## src/rtl/simplecpu_pkg.sv

```systemverilog
// Shared constants and types for the simpleCPU front end.
// The fetch stage and its FIFO import these.
package simplecpu_pkg;

  localparam int ADDR_SIZE = 11;
  localparam int WORD_SIZE = 9;
  localparam logic [ADDR_SIZE-1:0] RESET_PC = '0;

  typedef struct packed {
    logic [WORD_SIZE-1:0] word;
    logic [ADDR_SIZE-1:0] pc;
  } fetch_entry_t;

endpackage

```

## src/rtl/fetch_unit_if.sv

```systemverilog
// Fetch-to-decode channel: the instruction valid/ready handshake and the redirect request.
// The fetch stage is the master. The decoder is the slave.
interface fetch_unit_if
  import simplecpu_pkg::*;
#(
  parameter int AddrSize = ADDR_SIZE,
  parameter int WordSize = WORD_SIZE
) ();

  logic [WordSize-1:0] instr;
  logic [AddrSize-1:0] instr_pc;
  logic                instr_valid;
  logic                instr_ready;
  logic                redirect;
  logic [AddrSize-1:0] redirect_pc;

  modport master (
    output instr,
    output instr_pc,
    output instr_valid,
    input  instr_ready,
    input  redirect,
    input  redirect_pc
  );

  modport slave (
    input  instr,
    input  instr_pc,
    input  instr_valid,
    output instr_ready,
    output redirect,
    output redirect_pc
  );

endinterface

```

## src/rtl/fetch_fifo.sv

```systemverilog
// Two-entry synchronous FIFO of fetched {word, pc} entries.
// It supports flush and allows a push and a pop in the same cycle even when the FIFO is full.
module fetch_fifo
  import simplecpu_pkg::*;
#(
  parameter type entry_t = fetch_entry_t
) (
  input  logic       clk,
  input  logic       rst,
  input  logic       i_flush,
  input  logic       i_push,
  input  entry_t     i_din,
  input  logic       i_pop,
  output entry_t     o_dout,
  output logic [1:0] o_occ
);

  entry_t     r_mem [2];
  logic       r_rd;
  logic       r_wr;
  logic [1:0] r_occ;

  always_ff @(posedge clk) begin
    if (rst || i_flush) begin
      r_rd  <= 1'b0;
      r_wr  <= 1'b0;
      r_occ <= 2'd0;
    end else begin
      if (i_push) r_wr <= ~r_wr;
      if (i_pop)  r_rd <= ~r_rd;
      r_occ <= r_occ + {1'b0, i_push} - {1'b0, i_pop};
    end
  end

  // When the FIFO is full, the write slot is the head being popped in this same cycle.
  always_ff @(posedge clk) begin
    if (i_push && !i_flush) r_mem[r_wr] <= i_din;
  end

  assign o_dout = r_mem[r_rd];
  assign o_occ  = r_occ;

  a_no_overflow: assert property (@(posedge clk) disable iff (rst || i_flush)
    !(i_push && !i_pop && r_occ == 2'd2));

  a_no_underflow: assert property (@(posedge clk) disable iff (rst || i_flush)
    !(i_pop && r_occ == 2'd0));

endmodule

```

## src/rtl/fetch_unit.sv

```systemverilog
// Instruction fetch stage. It drives the synchronous instruction ROM and buffers the returned words.
// Each word is presented to the decoder tagged with its PC. Redirect restarts fetch at a new PC.
module fetch_unit
  import simplecpu_pkg::*;
#(
  parameter int                  AddrSize = ADDR_SIZE,
  parameter int                  WordSize = WORD_SIZE,
  parameter logic [AddrSize-1:0] ResetPc  = AddrSize'(RESET_PC)
) (
  input  logic                clk,
  input  logic                rst,
  output logic [AddrSize-1:0] rom_addr,
  output logic                rom_en,
  input  logic [WordSize-1:0] rom_do,
  fetch_unit_if.master        dec
);

  typedef struct packed {
    logic [WordSize-1:0] word;
    logic [AddrSize-1:0] pc;
  } entry_t;

  logic [AddrSize-1:0] r_fetch_pc;
  logic [AddrSize-1:0] r_inflight_pc;
  logic                r_inflight;

  logic [1:0] w_occ;
  logic [2:0] w_credit;
  logic       w_valid;
  logic       w_pop;
  logic       w_push;
  entry_t     w_din;
  entry_t     w_head;

  assign w_valid = !rst && (w_occ != 2'd0);
  assign w_pop   = w_valid && dec.instr_ready;

  // Count the buffered words plus the outstanding read, minus the word leaving this cycle.
  // Allowing a new read only while this total is below 2 keeps the FIFO from overflowing.
  assign w_credit = {1'b0, w_occ} + {2'b0, r_inflight} - {2'b0, w_pop};
  assign rom_en   = !rst && !dec.redirect && (w_credit < 3'd2);
  assign rom_addr = r_fetch_pc;

  assign w_push = r_inflight && !dec.redirect && !rst;
  assign w_din  = '{word: rom_do, pc: r_inflight_pc};

  always_ff @(posedge clk) begin
    if (rst) begin
      r_fetch_pc <= ResetPc;
      r_inflight <= 1'b0;
    end else if (dec.redirect) begin
      r_fetch_pc <= dec.redirect_pc;
      r_inflight <= 1'b0;
    end else begin
      r_inflight <= rom_en;
      if (rom_en) r_fetch_pc <= r_fetch_pc + AddrSize'(1);
    end
  end

  always_ff @(posedge clk) begin
    if (rom_en) r_inflight_pc <= r_fetch_pc;
  end

  fetch_fifo #(
    .entry_t (entry_t)
  ) u_fifo (
    .clk     (clk),
    .rst     (rst),
    .i_flush (dec.redirect),
    .i_push  (w_push),
    .i_din   (w_din),
    .i_pop   (w_pop),
    .o_dout  (w_head),
    .o_occ   (w_occ)
  );

  assign dec.instr       = w_head.word;
  assign dec.instr_pc    = w_head.pc;
  assign dec.instr_valid = w_valid;

endmodule

```

## src/flat_wrapper.sv

```systemverilog
// flat-port wrapper written by rule: the top's interface ports become plain ports
module fetch_unit_flat import simplecpu_pkg::*;
#(
  parameter int                  AddrSize = ADDR_SIZE,
  parameter int                  WordSize = WORD_SIZE,
  parameter logic [AddrSize-1:0] ResetPc  = AddrSize'(RESET_PC)
)
  (clk, rst, rom_addr, rom_en, rom_do, dec_instr, dec_instr_pc, dec_instr_valid, dec_instr_ready, dec_redirect, dec_redirect_pc);
  fetch_unit_if #(.AddrSize(AddrSize), .WordSize(WordSize)) dec_i ();
  input  logic clk;
  input  logic rst;
  output logic [AddrSize-1:0] rom_addr;
  output logic rom_en;
  input  logic [WordSize-1:0] rom_do;
  output wire logic [$bits(dec_i.instr)-1:0] dec_instr;
  output wire logic [$bits(dec_i.instr_pc)-1:0] dec_instr_pc;
  output wire logic [$bits(dec_i.instr_valid)-1:0] dec_instr_valid;
  input wire logic [$bits(dec_i.instr_ready)-1:0] dec_instr_ready;
  input wire logic [$bits(dec_i.redirect)-1:0] dec_redirect;
  input wire logic [$bits(dec_i.redirect_pc)-1:0] dec_redirect_pc;
  assign dec_instr = dec_i.instr;
  assign dec_instr_pc = dec_i.instr_pc;
  assign dec_instr_valid = dec_i.instr_valid;
  assign dec_i.instr_ready = dec_instr_ready;
  assign dec_i.redirect = dec_redirect;
  assign dec_i.redirect_pc = dec_redirect_pc;
  fetch_unit #(.AddrSize(AddrSize), .WordSize(WordSize), .ResetPc(ResetPc)) u_core (.clk(clk), .rst(rst), .rom_addr(rom_addr), .rom_en(rom_en), .rom_do(rom_do), .dec(dec_i));
endmodule
```

## config.mk

```make
export PLATFORM = sky130hd
export DESIGN_NAME = fetch_unit_flat
export DESIGN_NICKNAME = d
export VERILOG_FILES = /design/src/rtl/simplecpu_pkg.sv /design/src/rtl/fetch_unit_if.sv /design/src/rtl/fetch_fifo.sv /design/src/rtl/fetch_unit.sv /design/src/flat_wrapper.sv
export SDC_FILE = /design/constraint.sdc
export NUM_CORES = 1
export LEC_CHECK = 0
export BUFFER_PORTS_ARGS = -buffer_cell sky130_fd_sc_hd__buf_2
export CAP_MARGIN = 40
export CORE_UTILIZATION = 58
export DETAILED_ROUTE_END_ITERATION = 6
export HOLD_SLACK_MARGIN = 0.03
export PLACE_DENSITY_LB_ADDON = 0.1
export SLEW_MARGIN = 20
export SYNTH_ARGS = -nofsm -noshare
export SYNTH_HDL_FRONTEND = slang
export SYNTH_SLANG_ARGS = --single-unit
export TNS_END_PERCENT = 30
```

## constraint.sdc

```tcl
create_clock -name clk -period 9.34 [get_ports clk]
set_input_delay 1.868 -clock clk [delete_from_list [all_inputs] [get_ports clk]]
set_output_delay 1.868 -clock clk [all_outputs]
set_load 0.01 [all_outputs]
```

# ---- After elaboration in Yosys (flattened, before gate mapping)
# Memories as Yosys holds them, arrays and structs flattened. A register that Yosys moved wholly into a read port is not among the register bits.
# Index checks and enable logic that the tools add are counted.
dict set report classes {
  add_sub_neg 5
  magnitude_cmp 1
  mux 6
  bitwise_logic 2
  reduce_logical 13
}
# cell count
set ops {}
lappend ops {{$mux W11} 2}
lappend ops {{$add A11 B1 Y11 const B} 1}
lappend ops {{$logic_and A1 B1 Y1} 7}
lappend ops {{$mux W1} 4}
lappend ops {{$reduce_bool A2 Y1} 2}
lappend ops {{$add A2 B1 Y3} 1}
lappend ops {{$lt A3 B2 Y1 const B} 1}
lappend ops {{$sub A3 B1 Y3} 1}
lappend ops {{$add A2 B1 Y2} 1}
lappend ops {{$logic_not A1 Y1} 2}
lappend ops {{$not A1 Y1} 2}
lappend ops {{$reduce_or A2 Y1} 1}
lappend ops {{$sub A2 B1 Y2} 1}
lappend ops {{$logic_or A1 B1 Y1} 1}
dict set report word_totals {
  reg_bits 27
  ramBits 40
  out_inout_bits 33
  word_cells 34
  n_memories 1
}
# memory depth width rd rd_ports_with_merged_regs wr line_no
set mem_list {}
lappend mem_list {u_core.u_fifo.r_mem 2 20 1 1 1 fetch_fifo.sv:18} ;# entry_t r_mem [2];

# ---- Longest topological paths before layout
# Gate-level depths: netlist of the first run.
dict set report logic_depth {
  word_depth 8
  depth_mapped 11
}

# ---- Modules after synthesis
# A second synthesis of the first run with hierarchy kept.
dict set report hier_totals {
  hier_cells 188
  hier_area_um2 2765.2
}
# module instances cells_per_inst area_per_inst_um2
set by_module_without_submodules {}
lappend by_module_without_submodules {fetch_fifo 1 81 1662.8}
lappend by_module_without_submodules {fetch_unit 1 107 1102.3}

# ---- Worst setup path after synthesis of the first run
# Ideal clock, no wire load.
dict set report synth_path {
  path_kind {input port to output port}
  startpoint {in rst}
  endpoint {out rom_en}
  arrival_ns 4.265
  path_slack_ns 3.207
  stages 9
  n_path_buf 2
  path_cell_list {clkbuf_1 -> o21ba_2 -> and2_1 -> ha_1 -> nand2b_1 -> fa_1 -> or3b_1 -> buf_6 -> nor2_4}
}
dict set report synth_via {
  elab_chain_cells 6
  word_cells_on_any_way 7
  cone_classes {add/sub: 1; order compare: 1; reduce/logical: 5}
}
# item line_no
set synth_rtl {}
lappend synth_rtl {{start, declared} flat_wrapper.sv:11} ;# input logic rst;
lappend synth_rtl {{$logic_not A1 Y1} fetch_unit.sv:35} ;# assign w_valid = !rst && (w_occ != 2'd0);
lappend synth_rtl {{$logic_and A1 B1 Y1} fetch_unit.sv:35}
lappend synth_rtl {{named net dec_instr_valid} flat_wrapper.sv:17} ;# output wire logic [$bits(dec_i.instr_valid)-1:0] dec_instr_valid;
lappend synth_rtl {{$logic_and A1 B1 Y1} fetch_unit.sv:36} ;# assign w_pop = w_valid && dec.instr_ready;
lappend synth_rtl {{named net u_core.u_fifo.i_pop} fetch_fifo.sv:13} ;# input logic i_pop,
lappend synth_rtl {{$sub A3 B1 Y3} fetch_unit.sv:40} ;# assign w_credit = {1'b0, w_occ} + {2'b0, r_inflight} - {2'b0, w_pop};
lappend synth_rtl {{$lt A3 B2 Y1} fetch_unit.sv:41} ;# assign rom_en = !rst && !dec.redirect && (w_credit < 3'd2);
lappend synth_rtl {{$logic_and A1 B1 Y1} fetch_unit.sv:41}
lappend synth_rtl {{end, declared} flat_wrapper.sv:13} ;# output logic rom_en;
# The timed path passes the listed nets, and every way through them passes these cells.

# ---- Worst setup path after layout of the first run
dict set report layout_path {
  startpoint {in rst}
  endpoint {out rom_en}
}
dict set report layout_via {
  elab_chain_cells 6
  word_cells_on_any_way 7
  cone_classes {add/sub: 1; order compare: 1; reduce/logical: 5}
}
# item line_no
set layout_rtl {}
lappend layout_rtl {{$logic_not A1 Y1} fetch_unit.sv:35}
lappend layout_rtl {{$logic_and A1 B1 Y1} fetch_unit.sv:35}
lappend layout_rtl {{$logic_and A1 B1 Y1} fetch_unit.sv:36}
lappend layout_rtl {{named net u_core.u_fifo.i_pop} fetch_fifo.sv:13}
lappend layout_rtl {{$sub A3 B1 Y3} fetch_unit.sv:40}
lappend layout_rtl {{$lt A3 B2 Y1} fetch_unit.sv:41}
lappend layout_rtl {{$logic_and A1 B1 Y1} fetch_unit.sv:41}
# The timed path passes the listed nets, and every way through them passes these cells.

==> out/qor.csv, run 1 <==
metric,value,unit
status,"complete, no violations",
part of the power in combinational logic,5.6,%
Initial Utilization,61.58,%
GR Layer Usage met3,5.128,%
Clock Path Buffers,2,
global-route wire length before repair,7334,um
DRT Wirelength,4658,um
"area leader, netlist",edfxtp_1,
area of the core,4474,um2
slew margin rel.,66.75,%
Final min period,6633,ps
Setup TNS,0,ps
Slew Limit Fails,0,
Syn Std Cell Area,2755,um2
Die W,70.92,um
top-area cell type share of the netlist area,55.59,%
Post-Synthesis Cells,186,
period utilization,71.02,%
Synth cell types,42,
critical path data required time,7470,ps
FP Rows,24,
clk root buf,clkbuf_8,
"most common cell after layout, fill and taps aside",buf_2,
"Async S/R FF share, synth",0,%
switching share of total power,21.44,%
Synth Area in Simple Gates,8.810,%
top_reg_cell synth,edfxtp_1,
GP Congestion,0.9116,
initial antenna violation count,0,
Final HPWL DP,3088,um
number of synthesized register bits,68,
RSZ-0062 raised after global routing,false,
via count,1717,
initial DRC count,89,
number of CTS-inserted buffers,9,
Psw,122.7,uW
remaining antenna violation count after routing,0,
Via density,5.630,
Tightest Hold Check Type,register to register,
M2 GR Usage,31.52,%
share of the yosys chip area belonging to registers,67.94,%
Post-synth EDFFs,51,
routed wire length per instance,15.27,um
main combinational cell family by area after synthesis,simple AND/OR/NAND/NOR gates,
Die H,70.92,um
H-tree levels,3,
compound-cell area share of the yosys netlist,7.493,%
Setup Buffers After CTS,0,
Fin. Hold Viols,0,
Synth Warn #,0,
vias in the first global route,1627,
Port-buffer cells,56,
Pint,449.7,uW
Syn Nets,215,
crit start category,input port,
R2R Setup Slk,6120,ps
first-pass iteration count of the detailed router,6,
largest net degree at the start of global routing,22,
pwr dens,175.0,nW/um2
grt ovf,0,
Worst-Skew Late Latency,330,ps
die area,5030,um2
Seq pwr share,59.5,%
Post-CTS Resized,0,
M1 GR Usage,23.29,%
DR DRC count,0,
LEAKAGE,0.001246,uW
Worst-path clk slew,70,ps
All-Layer GR Usage,19.51,%
share of post-route cells with drive strength above 1,38.74,%
CP endpoint kind,primary output,
synthesized-area fraction occupied by adder cells,2.543,%
f_max,150.8,MHz
global route hottest layer,met2,
Area contributors post-synth,"edfxtp_1, dfxtp_1, mux2_2",
synthesized area per cell,14.81,um2
worst slew pin tran,497.6,ps
clk sinks,68,
TritonCTS clock tree,yes,
Total Power,572.4,uW
Critical Path Fanout Max,20,
# IOs,57,
worst path arrival time,4760,ps
Clk pwr share,34.9,%
Final #Nets,277,
most frequent cells in the layout,"buf_2, edfxtp_1, mux2_2, dfxtp_1",
Post-CTS Hold Fix Bufs,0,
n_diodes,0,
MaxCap Viol Count,0,
Area growth syn-to-layout,18.71,%
final setup fails,0,
mux contribution to synthesized area,8.174,%
Post-Synth XOR/XNOR Area,2.589,%
Final Skew,6.248,ps
Peak VDD IR,0.0001096,V
critical setup path kind,input port to primary output,
[worst max-delay path, stage by stage]
cell and delay [ps]:
buf_2 320, o21ba_2 220, and2_1 190, ha_1 300, nand2b_1 150, fa_1 470
or3b_1 540, nor2_4 470, buf_2 230
[cells by family (layout without fill, tap and decap cells)]
| group | count (synthesis) | count (layout) |
|---|---|---|
| muxes | 20 | 20 |
| adders and majority gates | 5 | 5 |
| DFF | 68 | 68 |
| xor gates and xnor gates | 6 | 6 |
| buffers and inverters | 16 | 83 |
| and+or+nand+nor | 43 | 43 |
| AOI/OAI and AO/OA | 28 | 28 |
[final timing paths]
kind / startpoint / to / cells past startpoint
setup / recovery: rst / rom_en / 9
hold / removal: u_core.r_inflight_pc[10] / u_core.u_fifo.r_mem[1][10] / 0
setup reg to reg: u_core.u_fifo.o_occ[1] / u_core.rom_addr[10] / 9
hold reg to reg: u_core.r_inflight_pc[10] / u_core.u_fifo.r_mem[1][10] / 0
[flip-flops by register name, indices dropped and copies added (netlist names), named ones only]
signal                cells
u_core.u_fifo.r_mem      40
u_core.r_inflight_pc     11
u_core.rom_addr          11
u_core.u_fifo.o_occ       2
u_core.r_inflight         1
u_core.u_fifo.r_rd        1
u_core.u_fifo.r_wr        1
[power by group through the flow]
stage	clock network, uW	registers (uW)	logic (uW)
6_report	200	341	31.8
5_1_grt	216	341	35.0
4_1_cts	204	340	31.9
3_5_place_dp	0	347	31.8
3_3_place_gp	0	346	30.9
2_1_floorplan	0	346	17.7
[stage by stage]
step | area, um2 | hold WS [ps] | instances | utilization [%] | worst slack (ps)
after floorplan | 2755 | 421.5 | 186 | - | 3207
after CTS | 3241 | 449.5 | 303 | 72.43 | 2718
after global placement | 3077 | 424.2 | 287 | 68.76 | 2795
after detailed placement | 3077 | 434.9 | 287 | 68.76 | 2724
final | 3271 | 444.0 | 305 | 73.10 | 2707
after global routing | 3271 | 468.8 | 305 | 73.10 | 2596
[synth_stat cells (all sizes together) (2+ instances only)]
cell type / count
edfxtp: 51
mux2: 20
dfxtp: 17
nand2: 10
nor3: 9
inv: 8
clkbuf: 7
nor2: 7
o21ai: 6
a31oi: 5
and3: 4
ha: 4
xnor2: 4
a21oi: 3
nand4: 3
a311oi: 2
a32oi: 2
a41o: 2
and2: 2
xor2: 2
[layer usage]
layer | vias up | routed length (um)
met2 | 60 | 2253
met4 | 0 | 74
met5 | - | 0
met3 | 6 | 272
met1 | 815 | 2059
li1 | 836 | -
[cell type report]
class	instances	area [um2]
clock inverter	3	15.01
inverter	8	30.03
fill	310	1204
tap	52	65.06
timing repair buffer	59	317.8
sequential	68	1872
clock buffer	13	148.9
multi-input combinational	102	822.0
Power figures use the tool's default switching activity.
==> run 2, diff against run 1 <==
CORE_UTILIZATION = 48   (was 58)
clock period = 5.8 ns   (was 9.34 ns; I/O delays follow)
==> run 2 against run 1 <==
Net effect: routed wire length rose by 2.0%; worst hold slack better by 6.2 ps; sequential share of layout area shrank 0.84 points; cell area is 1.5% higher; via count increased by 0.12%; critical path depth unchanged; clock-buffer cell count down 2; cell count is 6.9% higher; combinational power up 64%; largest cell class unchanged; highest routed layer unchanged.
==> out/qor.csv, run 2 (same netlist as run 1, synthesis figures left out) <==
metric,value,unit,change
switching share of total power,21.57,%,+0.14 points
Hold Crit Depth,0,,unchanged
Worst Reg-to-Reg Cells,10,,+1
Biggest register,u_core.u_fifo.r_mem,,
via count,1719,,+0.12%
clk root buf,clkbuf_8,,
global-route wire length before repair,7762,um,+5.8%
largest stage delay on the critical path,530,ps,about the same
Final #Nets,278,,+0.36%
status,"complete, no violations",,
Pint,755.9,uW,+68%
first-pass iteration count of the detailed router,4,,-2
grt ovf,0,,unchanged
Worst-Skew Late Latency,340,ps,about the same
CP endpoint kind,primary output,,
f_max,207.3,MHz,
Critical Path Fanout Max,20,,unchanged
"most common cell after layout, fill and taps aside",buf_2,,
Crit. path cell count,9,,unchanged
Psw,207.9,uW,+69%
initial antenna violation count,0,,unchanged
largest net degree at the start of global routing,22,,unchanged
Die H,77.76,um,+9.6%
routed wire length per instance,14.58,um,-4.5%
Slew Limit Fails,0,,unchanged
pwr dens,290.4,nW/um2,+66%
crit start category,input port,,
Post-CTS Hold Fix Bufs,0,,unchanged
part of the power in combinational logic,5.4,%,-0.2 points
final setup fails,0,,unchanged
# IOs,57,,unchanged
MaxCap Viol Count,0,,unchanged
GP Congestion,0.7482,,-18%
period utilization,83.17,%,
Fin. Hold Viols,0,,unchanged
initial DRC count,81,,-9.0%
Final HPWL DP,3122,um,+1.1%
Die W,77.76,um,+9.6%
Final Skew,7.932,ps,+1.684 ps
worst path arrival time,3660,ps,-1100 ps
Tightest Hold Check Type,register to register,,
H-tree levels,3,,unchanged
Initial Utilization,50.03,%,-12 points
n_diodes,0,,unchanged
Worst-path clk slew,70,ps,about the same
Port-buffer cells,56,,unchanged
critical path data required time,4640,ps,-2830 ps
Area growth syn-to-layout,20.48,%,
DR DRC count,0,,unchanged
vias in the first global route,1634,,+0.43%
area of the core,5507,um2,+23%
Via density,5.273,,-6.3%
fin util,60.28,%,-13 points
Clock Path Buffers,2,,unchanged
Peak VDD IR,0.0001954,V,+78%
cell-by-cell trace of the critical path,buf_2 -> o21ba_2 -> and2_1 -> ha_1 -> nand2b_1 -> fa_1 -> or3b_1 -> nor2_4 -> buf_2,,
Seq pwr share,56.8,%,-2.7 points
All-Layer GR Usage,17.17,%,-2.3 points
number of CTS-inserted buffers,9,,unchanged
worst slew pin tran,415.9,ps,-81.66 ps
Post-CTS Resized,0,,unchanged
DRT Wirelength,4753,um,+2.0%
Final min period,4824,ps,
Post-Place Worst Slack,973.6,ps,-1751 ps
remaining antenna violation count after routing,0,,unchanged
slew margin rel.,72.27,%,+5.5 points
Setup Buffers After CTS,0,,unchanged
Setup TNS,0,ps,unchanged
"CP delay by family, top",simple AND/OR/NAND/NOR gates,,
most frequent cells in the layout,"buf_2, edfxtp_1, mux2_2, dfxtp_1, nand2_1",,
max reg flops,40,,unchanged
TritonCTS clock tree,yes,,
critical setup path kind,input port to primary output,,
LEAKAGE,0.001256,uW,+0.80%
final worst slack,975.9,ps,-1731 ps
Clk pwr share,37.7,%,+2.8 points
Bufs and invs on worst path,2,,unchanged
share of post-route cells with drive strength above 1,39.37,%,+0.63 points
CP max-delay cell,or3b_1,,
Crit path top cell by count,buf_2,,
FP Rows,27,,+13%
RSZ-0062 raised after global routing,false,,
die area,6047,um2,+20%
clk sinks,68,,unchanged
run 2: cell types whose count changed in the layout (fill, tap and decap cells not counted):
cell,change
buf_4,+1
buf_6,+1
buf_8,-1
bufinv_16,+1
clkbuf_1,-1
clkbuf_8,-1
clkinvlp_4,+1
run 2: power groups by stage:
stage / logic (uW) / registers [uW] / clock network [uW]
after floorplan: 28.5 / 557 / 0
after global placement: 51.7 / 558 / 0
after CTS: 52.7 / 548 / 371
after detailed placement: 52.4 / 558 / 0
after global routing: 58.4 / 550 / 391
final: 52.3 / 548 / 364
run 2: layout make-up:
| class | count | area (um2) |
|---|---|---|
| Inverter | 8 | 30.03 |
| Tap cell | 72 | 90.09 |
| Timing Repair Buffer | 60 | 321.6 |
| Clock inverter | 5 | 52.55 |
| Sequential cell | 68 | 1872 |
| Fill cell | 461 | 2187 |
| Multi-Input combinational cell | 102 | 822.0 |
| Clock buffer | 11 | 131.4 |
run 2: metrics by stage:
| step | cell area, um2 | hold slack (ps) | cells | total power (uW) |
|---|---|---|---|---|
| final | 3319 | 450.3 | 326 | 963.8 |
| after global routing | 3319 | 467.0 | 326 | 999.1 |
| after CTS | 3319 | 449.0 | 326 | 971.7 |
| after detailed placement | 3136 | 433.0 | 310 | 610.7 |
| after global placement | 3109 | 424.6 | 308 | 609.3 |
| after floorplan | 2755 | 421.5 | 186 | 585.9 |
run 2: per-layer routing:
metal | GRT usage, % | part of all wire [%]
met5 | 0 | 0
met4 | 10.19 | 2.1
met3 | 4.235 | 5.4
met2 | 26.46 | 46
met1 | 21.92 | 46
run 2: worst paths after layout:
check	startpoint	to	slack (ps)
max	rst	rom_en	980
min	u_core.r_inflight_pc[2]	u_core.u_fifo.r_mem[0][2]	450
max reg2reg	u_core.u_fifo.o_occ[1]	u_core.rom_addr[10]	2630
min reg2reg	u_core.r_inflight_pc[2]	u_core.u_fifo.r_mem[0][2]	450
run 2: worst reg2reg max path: stages (launching register included):
cell and delay, ps:
dfxtp_1 530, o21ba_2 210, and2_1 180, ha_1 240, nand2b_1 150, fa_1 470, or3b_1 530, nor2_4 170
buf_4 280, a2bb2oi_1 210, o2bb2ai_1 80
